File: src/rtl/spi_mult_ctrl.sv
// SPI-slave front end for a serial multiply peripheral: receives A then B, launches an
// external multiplier, and returns the 2*WIDTH-bit product on MISO after a fixed SCLK gap.
// state   | meaning
// IDLE    | waiting for CS rising edge
// RX      | shifting operands in; launches multiplier after last operand bit
// MUL     | waiting for mul_done or the deadline falling edge
// GAP     | product captured, holding MISO low until the first TX bit
// TX      | driving product bits on SCLK falling edges
// HOLD    | frame complete, ignoring SCLK until CS falls
// DRAIN   | frame aborted with multiplier in flight; discarding its product
module spi_mult_ctrl #(
  parameter int WIDTH       = 4,
  parameter int GAP         = 4,
  parameter int SYNC_STAGES = 2
) (
  input  logic               i_clk,
  input  logic               i_rst_n,
  input  logic               i_sclk,
  input  logic               i_cs,
  input  logic               i_mosi,
  output logic               o_miso,
  output logic               o_mul_start,
  output logic [WIDTH-1:0]   o_mul_a,
  output logic [WIDTH-1:0]   o_mul_b,
  input  logic               i_mul_done,
  input  logic [2*WIDTH-1:0] i_mul_p,
  output logic               o_busy,
  output logic               o_late
);

  localparam int PW = 2 * WIDTH;
  localparam int CW = $clog2(4 * WIDTH + GAP + 1);
  localparam logic [CW-1:0] C_LAST_RX  = CW'(PW - 1);
  localparam logic [CW-1:0] C_DEADLINE = CW'(PW + GAP);
  localparam logic [CW-1:0] C_TX_END   = CW'(2 * PW + GAP);

  typedef enum logic [2:0] {
    S_IDLE, S_RX, S_MUL, S_GAP, S_TX, S_HOLD, S_DRAIN
  } state_t;

  state_t r_state, w_state_nxt;

  logic [SYNC_STAGES-1:0] r_sclk_sync, r_cs_sync, r_mosi_sync;
  logic [SYNC_STAGES:0]   r_arm;
  logic                   r_sclk_prev, r_cs_prev;
  logic                   r_sclk_rise, r_sclk_fall, r_cs_rise, r_cs_fall, r_mosi_s;
  logic [CW-1:0]          r_bit_cnt;
  logic [PW-1:0]          r_rx_sh, r_tx_sh;
  logic [PW-1:0]          w_rx_shift;
  logic [WIDTH-1:0]       r_mul_a, r_mul_b;
  logic                   r_mul_start, r_miso, r_late;
  logic                   w_deadline, w_tx_end;

  // Edge pulses are suppressed until the synchroniser has filled after reset, so a CS
  // already high at reset release is not mistaken for a new frame.
  always_ff @(posedge i_clk or negedge i_rst_n) begin
    if (!i_rst_n) begin
      r_sclk_sync <= '0;
      r_cs_sync   <= '0;
      r_mosi_sync <= '0;
      r_arm       <= '0;
      r_sclk_prev <= 1'b0;
      r_cs_prev   <= 1'b0;
      r_sclk_rise <= 1'b0;
      r_sclk_fall <= 1'b0;
      r_cs_rise   <= 1'b0;
      r_cs_fall   <= 1'b0;
      r_mosi_s    <= 1'b0;
    end else begin
      r_sclk_sync <= {r_sclk_sync[SYNC_STAGES-2:0], i_sclk};
      r_cs_sync   <= {r_cs_sync[SYNC_STAGES-2:0], i_cs};
      r_mosi_sync <= {r_mosi_sync[SYNC_STAGES-2:0], i_mosi};
      r_arm       <= {r_arm[SYNC_STAGES-1:0], 1'b1};
      r_sclk_prev <= r_sclk_sync[SYNC_STAGES-1];
      r_cs_prev   <= r_cs_sync[SYNC_STAGES-1];
      r_sclk_rise <= r_arm[SYNC_STAGES] &  r_sclk_sync[SYNC_STAGES-1] & ~r_sclk_prev;
      r_sclk_fall <= r_arm[SYNC_STAGES] & ~r_sclk_sync[SYNC_STAGES-1] &  r_sclk_prev;
      r_cs_rise   <= r_arm[SYNC_STAGES] &  r_cs_sync[SYNC_STAGES-1] & ~r_cs_prev;
      r_cs_fall   <= r_arm[SYNC_STAGES] & ~r_cs_sync[SYNC_STAGES-1] &  r_cs_prev;
      r_mosi_s    <= r_mosi_sync[SYNC_STAGES-1];
    end
  end

  assign w_rx_shift = {r_rx_sh[PW-2:0], r_mosi_s};
  assign w_deadline = r_sclk_fall && (r_bit_cnt == C_DEADLINE);
  assign w_tx_end   = r_sclk_fall && (r_bit_cnt == C_TX_END);

  always_ff @(posedge i_clk or negedge i_rst_n) begin
    if (!i_rst_n) r_state <= S_IDLE;
    else          r_state <= w_state_nxt;
  end

  // CS falling edge is checked first everywhere so it beats any same-cycle SCLK edge.
  always_comb begin
    w_state_nxt = r_state;
    case (r_state)
      S_IDLE:  if (r_cs_rise) w_state_nxt = S_RX;
      S_RX: begin
        if (r_mul_start)    w_state_nxt = r_cs_fall ? S_DRAIN : S_MUL;
        else if (r_cs_fall) w_state_nxt = S_IDLE;
      end
      S_MUL: begin
        if (r_cs_fall)       w_state_nxt = S_DRAIN;
        else if (w_deadline) w_state_nxt = S_TX;
        else if (i_mul_done) w_state_nxt = S_GAP;
      end
      S_GAP: begin
        if (r_cs_fall)       w_state_nxt = S_IDLE;
        else if (w_deadline) w_state_nxt = S_TX;
      end
      S_TX: begin
        if (r_cs_fall)     w_state_nxt = S_IDLE;
        else if (w_tx_end) w_state_nxt = S_HOLD;
      end
      S_HOLD:  if (r_cs_fall) w_state_nxt = S_IDLE;
      S_DRAIN: if (i_mul_done) w_state_nxt = S_IDLE;
      default: w_state_nxt = S_IDLE;
    endcase
  end

  always_ff @(posedge i_clk or negedge i_rst_n) begin
    if (!i_rst_n) begin
      r_bit_cnt   <= '0;
      r_rx_sh     <= '0;
      r_tx_sh     <= '0;
      r_mul_a     <= '0;
      r_mul_b     <= '0;
      r_mul_start <= 1'b0;
      r_miso      <= 1'b0;
      r_late      <= 1'b0;
    end else begin
      r_mul_start <= 1'b0;
      case (r_state)
        S_IDLE: begin
          r_miso <= 1'b0;
          if (r_cs_rise) begin
            r_bit_cnt <= '0;
            r_rx_sh   <= '0;
            r_late    <= 1'b0;
          end
        end
        S_RX: begin
          r_miso <= 1'b0;
          if (r_sclk_rise && !r_cs_fall && !r_mul_start) begin
            r_bit_cnt <= r_bit_cnt + 1'b1;
            r_rx_sh   <= w_rx_shift;
            if (r_bit_cnt == C_LAST_RX) begin
              r_mul_a     <= w_rx_shift[PW-1:WIDTH];
              r_mul_b     <= w_rx_shift[WIDTH-1:0];
              r_mul_start <= 1'b1;
            end
          end
        end
        S_MUL: begin
          r_miso <= 1'b0;
          if (r_sclk_rise) r_bit_cnt <= r_bit_cnt + 1'b1;
          if (!r_cs_fall) begin
            if (w_deadline) begin
              r_late  <= 1'b1;
              r_tx_sh <= '0;
            end else if (i_mul_done) begin
              r_tx_sh <= i_mul_p;
            end
          end
        end
        S_GAP: begin
          if (r_sclk_rise) r_bit_cnt <= r_bit_cnt + 1'b1;
          if (!r_cs_fall && w_deadline) begin
            r_miso  <= r_tx_sh[PW-1];
            r_tx_sh <= {r_tx_sh[PW-2:0], 1'b0};
          end else begin
            r_miso <= 1'b0;
          end
        end
        S_TX: begin
          if (r_sclk_rise) r_bit_cnt <= r_bit_cnt + 1'b1;
          if (r_cs_fall || w_tx_end) begin
            r_miso <= 1'b0;
          end else if (r_sclk_fall) begin
            r_miso  <= r_tx_sh[PW-1];
            r_tx_sh <= {r_tx_sh[PW-2:0], 1'b0};
          end
        end
        default: r_miso <= 1'b0;
      endcase
    end
  end

  assign o_miso      = r_miso;
  assign o_mul_start = r_mul_start;
  assign o_mul_a     = r_mul_a;
  assign o_mul_b     = r_mul_b;
  assign o_late      = r_late;
  assign o_busy      = (r_state != S_IDLE);

endmodule

File: config.mk
export PLATFORM = sky130hd
export DESIGN_NAME = spi_mult_ctrl
export DESIGN_NICKNAME = d
export VERILOG_FILES = /design/src/rtl/spi_mult_ctrl.sv
export SDC_FILE = /design/constraint.sdc
export NUM_CORES = 1
export LEC_CHECK = 0
export ABC_AREA = 1
export BUFFER_PORTS_ARGS = -buffer_cell sky130_fd_sc_hd__buf_2
export CORE_MARGIN = 10
export CORE_UTILIZATION = 55
export CTS_CLUSTER_DIAMETER = 200
export DETAILED_ROUTE_END_ITERATION = 8
export PLACE_DENSITY = 0.75
export SYNTH_ARGS = -nofsm -noshare
export SYNTH_HDL_FRONTEND = slang
export SYNTH_SLANG_ARGS = --single-unit
File: constraint.sdc
create_clock -name i_clk -period 2.63 [get_ports i_clk]
set_input_delay 0.263 -clock i_clk [delete_from_list [all_inputs] [get_ports i_clk]]
set_output_delay 0.263 -clock i_clk [all_outputs]
set_load 0.1 [all_outputs]
---- Word level (Yosys, flattened, before mapping) ----
Cells that the tools add are included.
word-level totals
  flip-flop bits (word level) ............. 50
  input port bits ......................... 14
  output and inout bits ................... 12
  logic and storage cells ................. 115
operators by class
  add/sub/neg operators ................... 1
  equality and inequality tests ........... 23
  muxes and demuxes ....................... 38
  bitwise gates (word level) .............. 12
  reduce and logical (&&, ||, !) cells .... 21
operators by type and width
  operator                                              count
  two-way mux 8 bit                                     6
  two-way mux 3 bit                                     12
  case mux 8 bit (3 select lines)                       1
  case mux 3 bit (7 select lines)                       1
  != test 2 bit (second input constant)                 8
  two-way mux 5 bit                                     3
  case mux 5 bit (3 select lines)                       1
  two-way mux 7 bit                                     2
  case mux 7 bit (2 select lines)                       1
  != test 3 bit (second input constant)                 4
  equality test 3 bit (second input constant)           3
  two-way mux 1 bit                                     9
  nonzero test 3 bit                                    3
  bitwise AND 1 bit                                     8
  AND reduction 4 bit                                   2
  equality test 3 x 2 -> 1 bit (second input constant)  2
  AND reduction 3 bit                                   2
  AND reduction 6 bit                                   1
  adder 5 x 1 -> 5 bit (second input constant)          1
  equality test 5 x 3 -> 1 bit (second input constant)  1
  equality test 5 x 4 -> 1 bit (second input constant)  1
  equality test 5 bit (second input constant)           1
  logical AND 1 bit                                     5
  AND reduction 5 bit                                   1
  other kinds (10)                                      16

---- Longest topological paths before layout ----
  depth after elaboration ................. 5
  gate-level depth with buffers ........... 11
  depth with buffers taken out ............ 11

---- Least setup slack after synthesis ----
No wires, ideal clock.
  path type ............................... reg2reg
  start ................................... reg r_state[1]
  end ..................................... reg r_late (netlist: o_late)
  data arrival time ....................... 1.620 ns
  data required time ...................... 2.502 ns
  path slack .............................. 0.882 ns
  stages on the path, launching flop included .. 6
  buffers on the path ..................... 1
  period minus slack after synthesis ...... 1.748 ns
  path through ............................ dfrtp_1 > buf_6 > nor2_4 > nand2_1 > a21oi_1 > o21ai_0
on the way
  longest elaborated chain between the ends .. 3
  elaborated cells between the ends (all ways) .. 8
  those cells by class .................... eq/ne: 4; mux: 1; reduce/logical: 3
ends and longest elaborated chain
  element                                                                   line  source
  start, declared                                                           41    state_t r_state, w_state_nxt;
  start signal, assigned                                                    90    else r_state <= w_state_nxt;
  equality test 3 x 2 -> 1 bit / logical NOT 3 bit (equally long branches)  133   case (r_state)
  != test 2 bit (no line) / nonzero test 2 bit (equally long branches)      --
  AND reduction 4 bit (no line)                                             --
  end signal, assigned                                                      130   r_late <= 1'b0;
  end signal, assigned                                                      139   r_late <= 1'b0;
  end signal, assigned                                                      159   r_late <= 1'b1;
  end, declared                                                             51    logic r_mul_start, r_miso, r_late;
Several ways; a longest one is shown, not always the timed one.
A chain may end at the register's enable or synchronous reset.

---- Worst setup path in the final report ----
  start ................................... reg r_state[1]
  end ..................................... out o_busy
on the way
  longest elaborated chain between the ends .. 1
ends and longest elaborated chain
  element             line  source
  nonzero test 3 bit  194   assign o_busy = (r_state != S_IDLE);
  end, declared       27    output logic o_busy,
No other way between the ends.

==> metrics.cfg <==
[timing]
whs_ps = 54.7
finClkSkew_ps = 6.55
hold_viol = 0
rsz0062_at_grt = false
fin_crit_sh = 0.717
period_needed_ps = 1880
slew_headroom = 0.593
max_freq_ghz = 0.531
finalSetupViolations = 0
fin_setup_tns_ps = 0
worstMarginPinSlew_ps = 610
drv_slew = 0

[yosys]
synthesis.area_um2 = 2470
yosysWarningCount = 0
yosysSeqAreaShare = 0.506
netlist_instances = 282
synth_edf_count = 0
synth.distinct_cells = 26
synth_top_cells_by_count = 88 x nand2_1, 50 x dfrtp_1, 25 x nand3_1
ys_async_sr_fraction = 1.00
synth_area_leaders = dfrtp_1 51%, nand2_1 13%, nand3_1 5.1%
yosys.area.top_type = dfrtp_1
ys_ff_latch = 50
syn_nets = 298
netlist.area_leader.share = 0.506
synth.most_common_cell = nand2_1
synth_area_per_cell_um2 = 8.76
ys.flop_type = dfrtp_1

[routing]
vias = 1887
drtIter0Drc = 136
drcViolationCount = 0
wl_per_cell_um = 12.8
dr.pass1.iters = 5
via_per_inst = 5.17
ant_nets = 0
totalWireLength_um = 4680

[worst_hold_path]
min_delay_path_depth = 1
hold_class = in -> reg
hp-start = i_sclk
holdPathEnd = r_sclk_sync[0]$_DFF_PN0_

[grt]
grt-ovfl-total = 0
track_usage = 0.127
grt_pass1_wl_um = 7920
grt_pass1_vias = 1837
antenna_found_initial = 0
grt_max_degree = 29

[clock_tree]
clk_path_buf_depth = 2
cts-root-buf = clkbuf_8
cts_sinks = 50
htree_levels = 2
post_cts_resized = 0
cts_buffers = 5
cts_tree = built
clk_pin_slew_ps = 100
clk-insertion-delay-late_ps = 310

[worst_setup_path]
arrival_ps = 1620
r2r_end = r_rx_sh[2]$_DFFE_PN0P_
cpMaxStageDelayCell = dfrtp_1
cp-end-kind = output port
rr_worst_depth = 6
worstPathMaxFanout = 10
cp_data_required_time_ps = 2370
critical_path_class = reg -> out
reg2reg_from = r_state[1]$_DFFE_PN0P_
regToRegSetupSlack_ps = 990
slowest_delay_ps = 670
path_buf_inv = 1
cpLargestDelayFamily = flip-flops
cp-start-kind = flip-flop
cp_cell_sequence = nor2_4, nand2_1, buf_2

[floorplan]
die_w_um = 87.0
core_um2 = 4350
design.portCount = 26
row_count = 24
fp.dieH_um = 87.0
die_area_um2 = 7570
initial_core_util = 0.568

[run_status]
status = finished clean

[placement]
post-place-cells = 356
dp_hpwl_um = 3480
portBuffers = 25
place_congestion = 0.990

[cells_and_area]
finalNetCount = 328
diodes = 0
layout-drive-gt1-share = 0.246
fin_cells = 365
fillers = 363
syn2layout_area_growth_pct = 11.4

[pwr]
p_per_area_nw_per_um2 = 965
power_leakage_nw = 1.38
ir_drop_v = 0.000490

[job]
cap_violations = 0

[power by group]
part	internal (mW)	switching, mW	total [mW]
registers	0.908	0.140	1.05
clock network	0.290	0.271	0.561
logic	0.301	0.747	1.05
[layer usage]
metal	vias to the layer above	global-route usage	routed length, um
li1	954	-	-
met1	869	0.158	2140
met2	53	0.202	2190
met3	11	0.0393	264
met4	0	0.0486	82
met5	-	0	0
[repair_timing]
item	in CTS	in global routing
buffers inserted	0	0
hold endpoints to repair	27	0
hold buffers	1	0
[layout by cell type, fill, tap and decap left out]
| cell | Yosys | routed |
|---|---|---|
| a21oi_1 | 2 | 2 |
| buf_2 | 0 | 25 |
| buf_4 | 1 | 1 |
| bufinv_16 | 0 | 1 |
| clkbuf_8 | 0 | 5 |
| conb_1 | 1 | 1 |
| dfrtp_1 | 50 | 50 |
| dlygate4sd3_1 | 0 | 1 |
| ha_1 | 2 | 2 |
| inv_1 | 24 | 24 |
| inv_2 | 3 | 3 |
| inv_4 | 1 | 1 |
| inv_6 | 0 | 2 |
| nand2_1 | 88 | 88 |
| nand2_2 | 11 | 11 |
| nand2_4 | 3 | 3 |
| nand3_1 | 25 | 25 |
| nand3_2 | 3 | 3 |
| nand3_4 | 1 | 1 |
| nand3b_1 | 3 | 3 |
| nand4_1 | 4 | 4 |
| nor2_1 | 16 | 16 |
| nor2_2 | 3 | 3 |
| nor2_4 | 9 | 9 |
| nor2_8 | 1 | 1 |
| nor4_1 | 1 | 1 |
| o21ai_0 | 15 | 15 |
| o21ai_1 | 2 | 2 |
| o21ai_2 | 8 | 8 |
| xor2_1 | 2 | 2 |
[through the flow]
stage	area (um2)	utilization	total power, mW	setup slack (ps)
3_5_place_dp	2630	0.603	2.10	1040
4_1_cts	2750	0.632	2.67	760
5_1_grt	2750	0.632	2.86	692
3_3_place_gp	2630	0.603	2.08	1080
6_report	2750	0.632	2.66	745
2_1_floorplan	2470	-	1.90	882
[worst register-to-register path: stages (launching register included)]
cell and delay (ps):
dfrtp_1 670, nor2_4 110, nand2_2 100, inv_1 70
nand2_1 100, nand4_1 240, o21ai_0 250
[logic make-up (layout without fill, tap and decap cells)]
kind of cell | after synthesis | in the layout | share of synthesized area
DFF | 50 | 50 | 0.506
AOI/OAI and AO/OA | 27 | 27 | 0.0668
and+or+nand+nor | 168 | 168 | 0.348
buffers and inverters | 32 | 63 | 0.0603
xor gates and xnor gates | 2 | 2 | 0.00709
other | 1 | 1 | 0.00152
adders and majority gates | 2 | 2 | 0.0101
[registers in the layout, indices dropped and copies added (netlist names), 2 cells and up]
signal and count:
o_mul_a 4, r_tx_sh 8, r_rx_sh 7, r_arm 3
r_cs_sync 2, o_mul_b 4, r_bit_cnt 5, r_sclk_sync 2
r_state 3, r_mosi_sync 2
[worst max path at each step]
stage	from	end	slack [ps]	cells past startpoint
floorplan	r_state[1]$_DFFE_PN0P_	o_late$_DFFE_PN0P_	880	5
global placement	r_bit_cnt[0]$_DFFE_PN0P_	r_state[2]$_DFFE_PN0P_	1080	11
detailed placement	r_bit_cnt[0]$_DFFE_PN0P_	r_state[2]$_DFFE_PN0P_	1040	11
CTS	r_state[1]$_DFFE_PN0P_	o_busy	760	3
global route	r_state[2]$_DFFE_PN0P_	o_busy	690	3
finish	r_state[1]$_DFFE_PN0P_	o_busy	750	3
[area by class of cell]
| class | instances | area, um2 | area share |
|---|---|---|---|
| tap | 52 | 65.1 | 0.0236 |
| timing repair buffer | 27 | 143 | 0.0518 |
| inverter | 28 | 108 | 0.0391 |
| clock inverter | 3 | 47.5 | 0.0173 |
| multi-input combinational | 200 | 1070 | 0.389 |
| clock buffer | 5 | 68.8 | 0.0250 |
| sequential | 50 | 1250 | 0.454 |
Power figures use the tool's default switching activity.
